===== config.mk =====
export PLATFORM = sky130hd
export DESIGN_NAME = dmem_bridge
export DESIGN_NICKNAME = d
export VERILOG_FILES = /design/src/rtl/dmem_bridge_pkg.sv /design/src/rtl/dmem_bridge_load_ext.sv /design/src/rtl/dmem_bridge.sv
export SDC_FILE = /design/constraint.sdc
export NUM_CORES = 1
export LEC_CHECK = 0
export BUFFER_PORTS_ARGS = -buffer_cell sky130_fd_sc_hd__buf_2
export CELL_PAD_IN_SITES_DETAIL_PLACEMENT = 0
export CELL_PAD_IN_SITES_GLOBAL_PLACEMENT = 2
export CORE_AREA = 2 2 123 172
export CTS_CLUSTER_DIAMETER = 60
export DETAILED_ROUTE_END_ITERATION = 12
export DIE_AREA = 0 0 125 174
export PLACE_DENSITY_LB_ADDON = 0.12
export SKIP_CTS_REPAIR_TIMING = 1
export SYNTH_ARGS = -nofsm -noshare
export SYNTH_HDL_FRONTEND = slang
export SYNTH_SLANG_ARGS = --single-unit

===== constraint.sdc =====
create_clock -name clk -period 3.7 [get_ports clk]
set_input_delay 0.185 -clock clk [delete_from_list [all_inputs] [get_ports clk]]
set_output_delay 0.185 -clock clk [all_outputs]
set_load 0.01 [all_outputs]

===== src/rtl/dmem_bridge_pkg.sv =====
// dmem_pkg: shared definitions for the M-stage data-memory bridge.
//   - dmem_state_e    : bridge FSM states
//   - F3_*            : funct3 encodings of the supported load/store sizes
//   - is_legal_access : size/alignment/direction legality of an access
package dmem_pkg;

    typedef enum logic [1:0] {
        ST_IDLE = 2'd0,
        ST_REQ  = 2'd1,
        ST_WAIT = 2'd2,
        ST_DONE = 2'd3
    } dmem_state_e;

    localparam logic [2:0] F3_B  = 3'b000;
    localparam logic [2:0] F3_H  = 3'b001;
    localparam logic [2:0] F3_W  = 3'b010;
    localparam logic [2:0] F3_BU = 3'b100;
    localparam logic [2:0] F3_HU = 3'b101;

    // Unsigned variants only exist for loads; halfwords need addr[0]=0,
    // words need addr[1:0]=0. Anything else is rejected.
    function automatic logic is_legal_access(input logic [2:0] funct3,
                                             input logic [1:0] addr_lo,
                                             input logic       is_write);
        logic legal;
        case (funct3)
            F3_B:    legal = 1'b1;
            F3_H:    legal = ~addr_lo[0];
            F3_W:    legal = (addr_lo == 2'b00);
            F3_BU:   legal = ~is_write;
            F3_HU:   legal = ~is_write & ~addr_lo[0];
            default: legal = 1'b0;
        endcase
        return legal;
    endfunction

endpackage


===== src/rtl/dmem_bridge_load_ext.sv =====
// dmem_load_ext: picks the addressed byte/halfword out of a bus read word and
// sign- or zero-extends it according to funct3.
//   word_i    : 32-bit word returned by the bus
//   addr_lo_i : byte offset of the access (addr[1:0])
//   funct3_i  : load size/signedness
//   data_o    : extended, LSB-aligned load data
module dmem_load_ext
    import dmem_pkg::*;
(
    input  logic [31:0] word_i,
    input  logic [1:0]  addr_lo_i,
    input  logic [2:0]  funct3_i,
    output logic [31:0] data_o
);

    logic [7:0]  byte_s;
    logic [15:0] half_s;

    // Lane select: byte by addr[1:0], halfword by addr[1].
    always_comb begin
        byte_s = 8'h00;
        case (addr_lo_i)
            2'd0:    byte_s = word_i[7:0];
            2'd1:    byte_s = word_i[15:8];
            2'd2:    byte_s = word_i[23:16];
            2'd3:    byte_s = word_i[31:24];
            default: byte_s = 8'h00;
        endcase
        if (addr_lo_i[1]) begin
            half_s = word_i[31:16];
        end else begin
            half_s = word_i[15:0];
        end
    end

    // Extension by size and signedness.
    always_comb begin
        data_o = 32'h0000_0000;
        case (funct3_i)
            F3_B:    data_o = {{24{byte_s[7]}}, byte_s};
            F3_BU:   data_o = {24'h00_0000, byte_s};
            F3_H:    data_o = {{16{half_s[15]}}, half_s};
            F3_HU:   data_o = {16'h0000, half_s};
            default: data_o = word_i;
        endcase
    end

endmodule


===== src/rtl/dmem_bridge.sv =====
// dmem_bridge: turns each M-stage load/store into one transaction on a
// word-wide valid/ready bus, stalls the core until the response arrives and
// returns extended load data.
//   clk, reset                  : clock, asynchronous active-low reset
//   MemReadM/MemWriteM/InstrM   : access request and funct3 (write wins)
//   ALUResultM/WriteDataM       : byte address and LSB-aligned store data
//   ReadDataM/StallM            : load result (valid in DONE), pipeline stall
//   MisalignM/BusErrM           : illegal access pulse, bus error/timeout pulse
//   bus_*                       : request (valid/ready) and response channel
module dmem_bridge
    import dmem_pkg::*;
#(
    parameter int unsigned TIMEOUT_CYCLES = 255
)(
    input  logic        clk,
    input  logic        reset,
    input  logic        MemReadM,
    input  logic        MemWriteM,
    input  logic [2:0]  InstrM,
    input  logic [31:0] ALUResultM,
    input  logic [31:0] WriteDataM,
    output logic [31:0] ReadDataM,
    output logic        StallM,
    output logic        MisalignM,
    output logic        BusErrM,
    output logic        bus_req_valid,
    input  logic        bus_req_ready,
    output logic [31:0] bus_addr,
    output logic        bus_we,
    output logic [3:0]  bus_wstrb,
    output logic [31:0] bus_wdata,
    input  logic        bus_rsp_valid,
    input  logic [31:0] bus_rdata,
    input  logic        bus_rsp_err
);

    // The counter holds 0..TIMEOUT_CYCLES-1; reaching the last value means
    // this is the TIMEOUT_CYCLES-th cycle spent in REQ/WAIT.
    localparam int unsigned    CNT_W   = (TIMEOUT_CYCLES > 1) ? $clog2(TIMEOUT_CYCLES) : 1;
    localparam logic [CNT_W-1:0] CNT_LAST = CNT_W'(TIMEOUT_CYCLES - 1);

    dmem_state_e      state_q, state_d;
    logic [31:0]      addr_q, addr_d;
    logic [2:0]       f3_q, f3_d;
    logic             we_q, we_d;
    logic [3:0]       wstrb_q, wstrb_d;
    logic [31:0]      wdata_q, wdata_d;
    logic [CNT_W-1:0] cnt_q, cnt_d;
    logic [31:0]      rdata_q, rdata_d;
    logic             err_q, err_d;

    logic             access_s;
    logic             legal_s;
    logic             timeout_s;
    logic [3:0]       lane_wstrb_s;
    logic [31:0]      lane_wdata_s;
    logic [31:0]      ext_data_s;

    dmem_load_ext u_load_ext (
        .word_i    (bus_rdata),
        .addr_lo_i (addr_q[1:0]),
        .funct3_i  (f3_q),
        .data_o    (ext_data_s)
    );

    // Access decode and store lane replication from the live M-stage inputs.
    always_comb begin
        access_s     = MemReadM | MemWriteM;
        legal_s      = is_legal_access(InstrM, ALUResultM[1:0], MemWriteM);
        timeout_s    = (cnt_q == CNT_LAST);
        lane_wstrb_s = 4'hF;
        lane_wdata_s = WriteDataM;
        case (InstrM[1:0])
            2'b00: begin
                lane_wstrb_s = 4'b0001 << ALUResultM[1:0];
                lane_wdata_s = {4{WriteDataM[7:0]}};
            end
            2'b01: begin
                lane_wstrb_s = 4'b0011 << {ALUResultM[1], 1'b0};
                lane_wdata_s = {2{WriteDataM[15:0]}};
            end
            default: begin
                lane_wstrb_s = 4'hF;
                lane_wdata_s = WriteDataM;
            end
        endcase
    end

    // Next-state, latch and capture logic.
    always_comb begin
        state_d = state_q;
        addr_d  = addr_q;
        f3_d    = f3_q;
        we_d    = we_q;
        wstrb_d = wstrb_q;
        wdata_d = wdata_q;
        cnt_d   = cnt_q;
        rdata_d = rdata_q;
        err_d   = err_q;
        case (state_q)
            ST_IDLE: begin
                if (access_s && legal_s) begin
                    addr_d  = ALUResultM;
                    f3_d    = InstrM;
                    we_d    = MemWriteM;
                    wstrb_d = lane_wstrb_s;
                    wdata_d = lane_wdata_s;
                    cnt_d   = {CNT_W{1'b0}};
                    state_d = ST_REQ;
                end else begin
                    state_d = ST_IDLE;
                end
            end
            ST_REQ: begin
                cnt_d = cnt_q + CNT_W'(1);
                if (timeout_s) begin
                    rdata_d = 32'h0000_0000;
                    err_d   = 1'b1;
                    state_d = ST_DONE;
                end else if (bus_req_ready) begin
                    state_d = ST_WAIT;
                end else begin
                    state_d = ST_REQ;
                end
            end
            ST_WAIT: begin
                cnt_d = cnt_q + CNT_W'(1);
                // A response in the timeout cycle takes priority.
                if (bus_rsp_valid) begin
                    rdata_d = we_q ? 32'h0000_0000 : ext_data_s;
                    err_d   = bus_rsp_err;
                    state_d = ST_DONE;
                end else if (timeout_s) begin
                    rdata_d = 32'h0000_0000;
                    err_d   = 1'b1;
                    state_d = ST_DONE;
                end else begin
                    state_d = ST_WAIT;
                end
            end
            ST_DONE: begin
                state_d = ST_IDLE;
            end
            default: begin
                state_d = ST_IDLE;
            end
        endcase
    end

    // State, latches, counter and captures.
    always_ff @(posedge clk or negedge reset) begin
        if (!reset) begin
            state_q <= ST_IDLE;
            addr_q  <= 32'h0000_0000;
            f3_q    <= 3'b000;
            we_q    <= 1'b0;
            wstrb_q <= 4'h0;
            wdata_q <= 32'h0000_0000;
            cnt_q   <= {CNT_W{1'b0}};
            rdata_q <= 32'h0000_0000;
            err_q   <= 1'b0;
        end else begin
            state_q <= state_d;
            addr_q  <= addr_d;
            f3_q    <= f3_d;
            we_q    <= we_d;
            wstrb_q <= wstrb_d;
            wdata_q <= wdata_d;
            cnt_q   <= cnt_d;
            rdata_q <= rdata_d;
            err_q   <= err_d;
        end
    end

    // Outputs. StallM/MisalignM are combinational in IDLE, so they are gated
    // with reset to stay low while the bridge is held in reset.
    always_comb begin
        StallM        = reset & (((state_q == ST_IDLE) & access_s & legal_s) |
                                 (state_q == ST_REQ) | (state_q == ST_WAIT));
        MisalignM     = reset & (state_q == ST_IDLE) & access_s & ~legal_s;
        bus_req_valid = (state_q == ST_REQ);
        bus_addr      = {addr_q[31:2], 2'b00};
        bus_we        = we_q;
        bus_wstrb     = wstrb_q;
        bus_wdata     = wdata_q;
        if (state_q == ST_DONE) begin
            ReadDataM = rdata_q;
            BusErrM   = err_q;
        end else begin
            ReadDataM = 32'h0000_0000;
            BusErrM   = 1'b0;
        end
    end

endmodule


== After elaboration in Yosys (flattened, before gate mapping) ==
Index checks and enable logic that the tools add are counted.
Word-level totals
  logic and storage cells: 76
  input port bits: 106
  output and inout bits: 105
  flip-flop bits (word level): 115
Cells by class
  bitwise logic cells: 13
  shifts and indexed selects: 2
  reductions and logical operators: 12
  equal/unequal tests: 16
  $add $sub $neg: 1
  multiplexer cells: 23
Operators by type and width (number)
  $mux W32: 4
  $pmux W32 S2: 2
  $pmux W32 S4: 1
  $pmux W8 S4: 1
  $mux W16: 1
  $pmux W8 S2: 1
  $eq A3 B3 Y1 const B: 4
  $add A8 B1 Y8 const B: 1
  $eq A2 B2 Y1 const B: 4
  $eq A8 B8 Y1 const B: 1
  $logic_not A2 Y1: 4
  $mux W8: 1
  $pmux W2 S4: 1
  $pmux W4 S2: 1
  $and A1 B1 Y1: 7
  $eq A2 B1 Y1 const B: 3
  $eq A3 B1 Y1 const B: 2
  $logic_not A3 Y1: 2
  $mux W1: 6
  $pmux W1 S5: 1
  $mux W2: 2
  $reduce_and A2 Y1: 2
  $reduce_bool A2 Y1: 2
  $shl A1 B2 Y4 const A: 1
  other kinds (8): 12

== Longest topological paths before layout ==
  depth in word-level cells: 7
  gate-level depth with buffers: 8
  mapped depth without buffers: 6

== Hierarchy ==
From an unflattened synthesis, not the netlist that was laid out.
Unflattened totals
  cell total of the unflattened synthesis: 567
  area, all modules: 6137.1 um^2
Modules (own cells, without submodules)
  dmem_bridge: seq. area each 2877.8 um^2, cells an instance 456, times used 1, area each 5469.0 um^2
  dmem_load_ext: seq. area each 0.0 um^2, cells an instance 111, times used 1, area each 668.1 um^2

== Worst setup path before layout ==
No wires, ideal clock.
  kind: register to register
  from: register state_q[0]
  to: register rdata_q[2]
  setup slack: 1745 ps
  buffers on the path: 2
  cell stages (with the launch flop): 8
  library setup time: 126 ps
  period minus slack after synthesis: 1955 ps
  data required time: 3574 ps
  data arrival time: 1829 ps
  path through: dfrtp_1 -> inv_1 -> ha_1 -> clkbuf_1 -> and3_1 -> a21oi_1 -> clkbuf_1 -> a221o_1
Between the ends
  cells in the longest elaborated chain, start to end: 2
RTL lines
  start, declared: line dmem_bridge.sv:42  | dmem_state_e state_q, state_d;
  start signal, assigned: line dmem_bridge.sv:163  | state_q <= state_d;
  $eq A2 B2 Y1 / $eq A2 B1 Y1 (equally long branches): line dmem_bridge.sv:100  | case (state_q)
  $pmux W32 S2 / $reduce_bool A2 Y1 (equally long branches)
  end signal, assigned: line dmem_bridge.sv:170  | rdata_q <= rdata_d;
  end, declared: line dmem_bridge.sv:49  | logic [31:0] rdata_q, rdata_d;
Parallel ways exist; a longest one is shown, timed or not.
A chain may end at the register's enable or synchronous reset.

== Worst setup path after layout ==
  from: register state_q[0]
  to: register rdata_q[29]
The elaborated chain is that of the path after synthesis.

==> results.txt <==
----------------------------------------------------
[STA]
  Final min period ... 2489 ps
  RSZ-0062 raised after global routing ... false
  Achievable frequency ... 0.4017 GHz
  Total negative slack ... 0 ps
  Transition time at the pin with the least slew margin ... 937.1 ps
  Worst Clk Skew ... 10.15 ps
  Final cycle utilization of the critical path ... 67.27%
  Final-report hold violation count ... 0
  Setup-failing EPs final ... 0
  Final count of pins violating max slew ... 0
  Relative slew margins ... 37.53%

[Global route]
  M1 GR Usage ... 18.20%
  Antenna violations before repair ... 0
  Global routing usage on met2 ... 26.83%
  Global-route congestion overflow total ... 0
  Pin count of the biggest net entering global routing ... 60
  Most crowded layer after global routing ... met2
  Global Route met3 Usage ... approximately 5%
  First-pass GRT wire length ... 27.04 mm
  Via count of the first global-routing pass ... a little under 5000
  GRT Overall Usage ... 15.64%

[Finish]
  Filler cell count in the final layout ... 2072
  Fraction of final layout cells sized beyond drive strength 1 ... 42.32%
  Register area ... 2878 um2
  Multi-input logic area ... 2654 um2
  Number of nets in the layout ... 842
  Post-route design area ... about 8000 um2
  N_diodes ... 0
  Util after Layout ... between 30% and 40%
  Signed area change from the synthesized netlist to the final layout ... 32.35%

[CTS]
  TritonCTS clock tree ... built
  Number of buffers between clock root and the deepest sink ... 2
  Clock-pin slew reported for the worst setup and hold paths after clock tree synthesis ... ~60 ps
  Number of H-tree levels ... 4
  Master cell of the clock root buffer ... clkbuf_16
  Clock latency at the later pin of the worst-skew pair ... 400 ps
  Total number of clock tree sinks ... 115
  CTS buffer count ... 17

[Logic synthesis]
  Distinct cell type count after synthesis ... 49
  Register area share after synthesis ... 48.29%
  Number of enable-type register cells in the synthesized netlist ... 0
  Post-synthesis cell area ... 5959 um2
  Async set-reset flop share out of synthesis ... 100.0%
  Most common flop cell mapped by yosys ... dfrtp_1
  Yosys warning count ... 0
  Post-synthesis instance total ... 532
  Mean Syn Cell Area ... approximately 11 um2
  #FFs+latches synth ... 115

[Critical path]
  Slowest stage delay, CP ... 810 ps
  Critical Setup Path Class ... reg -> reg
  CP required ... approximately 4000 ps
  Worst setup path start ... state_q[0]
  Crit path capture type ... flip-flop
  Crit path max fanout ... 16
  Kind of launch point of the worst setup path ... flip-flop
  Data arrival time of the worst path ... ~2800 ps
  Bufs and invs on worst path ... 1
  Kind of cell adding the most delay to the critical path ... compound AO/OA/AOI/OAI gates
  Register-to-Register Setup Slack ... 1210 ps
  Critical R2R Launch ... state_q[0]
  Worst path slowest cell ... a2111oi_4
  CP cell instances ... inv_1, ha_1, nand4b_1, a2111oi_4, a221o_2

[Floorplanning]
  Die Wd ... ~130 um
  Overall die height ... 174 um
  Starting density of the core ... 29.32%
  I/O pins ... 211
  Die outline area ... 21750 um2
  Placeable core region ... 20320 um2
  Count of standard-cell rows ... 62

[Detailed routing]
  Final Routed Wirelength ... 17.14 mm
  Number of nets with antenna violations after detailed routing ... 0
  DRC marker count from the first detailed-route iteration ... 229
  Total DRC errors in the routed layout ... 0
  Number of detailed-route iterations in the first pass ... 4
  Vias per cell ... 4.735
  Vias after detailed routing ... about 4700
  Average wire per standard cell ... 17.17 um

[Place]
  Port Buffer Count ... between 200 and 250
  Dpl hpwl ... 12.65 mm
  Placer Congestion ... 0.7661
  Placed standard-cell area ... between 6000 and 7000 um2

[Min path]
  Hold Startpoint ... ALUResultM[17]
  Hold crit path type ... in -> reg

[Pwr]
  Total power ... 0.006271 W
  Leak ... 4.041 nW
  Highest ir drop seen on vdd ... 0.2770 mV
  Power density over cell area ... 795.0 nW/um2

[Status]
  Outcome ... complete, no violations

[Job]
  Number of violations of the max-capacitance limit ... 0

----------------------------------------------------
cells in the mapped netlist, drive strengths merged (3+ instances only):
cell	n	area (um2)
clkbuf	22	82.58
mux2	51	724.5
nand2b	3	21.27
o211ai	4	30.03
o21ai	34	170.2
nor2	30	112.6
inv	8	30.03
dfrtp	115	2878
nand3	11	55.05
a21oi	15	75.07
ha	7	87.58
buf	43	334.1
a221o	29	302.8
a22oi	7	52.55
nand2	46	172.7
and2	34	212.7
o21a	3	22.52
and3	6	37.54
mux2i	25	250.2
nor3	11	55.05
nor4	3	18.77
placed cells by master (no fill, tap or decap), types with 6 or more instances in the layout:
master	Yosys	routed
nor3_1	11	11
a221o_1	19	19
and2_1	34	34
clkbuf_16	0	17
o21ai_0	33	33
mux2_4	40	40
inv_1	8	8
dfrtp_1	115	115
nor2_1	30	30
and3_1	6	6
a221o_2	10	10
buf_4	33	8
a21oi_1	15	14
nand2_1	46	46
dlygate4sd3_1	0	27
ha_1	7	7
clkinvlp_4	0	6
nand3_1	11	11
mux2i_1	25	25
mux2_2	11	11
buf_2	3	207
a22oi_1	7	7
where the power goes:
| group | internal, W | total [W] | switching (W) |
|---|---|---|---|
| registers | 0.00186 | 0.00227 | 0.000406 |
| clock network | 0.00115 | 0.00178 | 0.000629 |
| logic | 0.00112 | 0.00222 | 0.00110 |
layer usage:
metal | share of wire (%) | routed length, um
met5 | 0 | 0
met4 | 2.5 | 431
met1 | 41 | 6959
met2 | 50 | 8614
met3 | 6.6 | 1131
layout make-up:
cell class | count | area share, %
clock inverter | 14 | 2.538
inverter | 8 | 0.3807
clock buffer | 18 | 5.568
sequential | 115 | 36.48
timing repair buffer | 242 | 17.32
tap | 256 | 4.061
multi-input combinational | 345 | 33.65
through the flow:
stage	std cells	hold WS, ps	worst slack, ps
floorplan	533	-110.6	1745
global placement	939	316.4	1284
detailed placement	939	329.2	1110
CTS	971	-116.5	1131
global route	998	0.2162	915.6
finish	998	14.97	1211
state kept, by name, summed over array words and instances (netlist names), named ones only:
register,cells
rdata_q,32
state_q,1
bus_wstrb,4
bus_wdata,32
err_q,1
cnt_q,8
f3_q,3
bus_we,1
addr_q,32
cell families (layout without fill, tap and decap cells):
| family | after synthesis | after routing | share of synthesized area (%) |
|---|---|---|---|
| multiplexers | 77 | 77 | 16.73 |
| flip-flops | 115 | 115 | 48.29 |
| buffers and inverters | 73 | 282 | 7.495 |
| other | 1 | 2 | 0.06293 |
| AO/OA/AOI/OAI | 105 | 105 | 13.14 |
| AND/OR/NAND/NOR | 154 | 154 | 12.81 |
| adder cells (fa/ha/maj) | 7 | 7 | 1.470 |
final timing paths:
path                            cells after the start             to
worst max-delay path                                5    rdata_q[29]
worst min-delay path                                2     addr_q[17]
worst max register to register                      5    rdata_q[29]
worst min register to register                      2  bus_wdata[15]
max in group asynchronous                           3      addr_q[7]
min in group asynchronous                           2     rdata_q[3]
(Power assumes the default switching activity.)
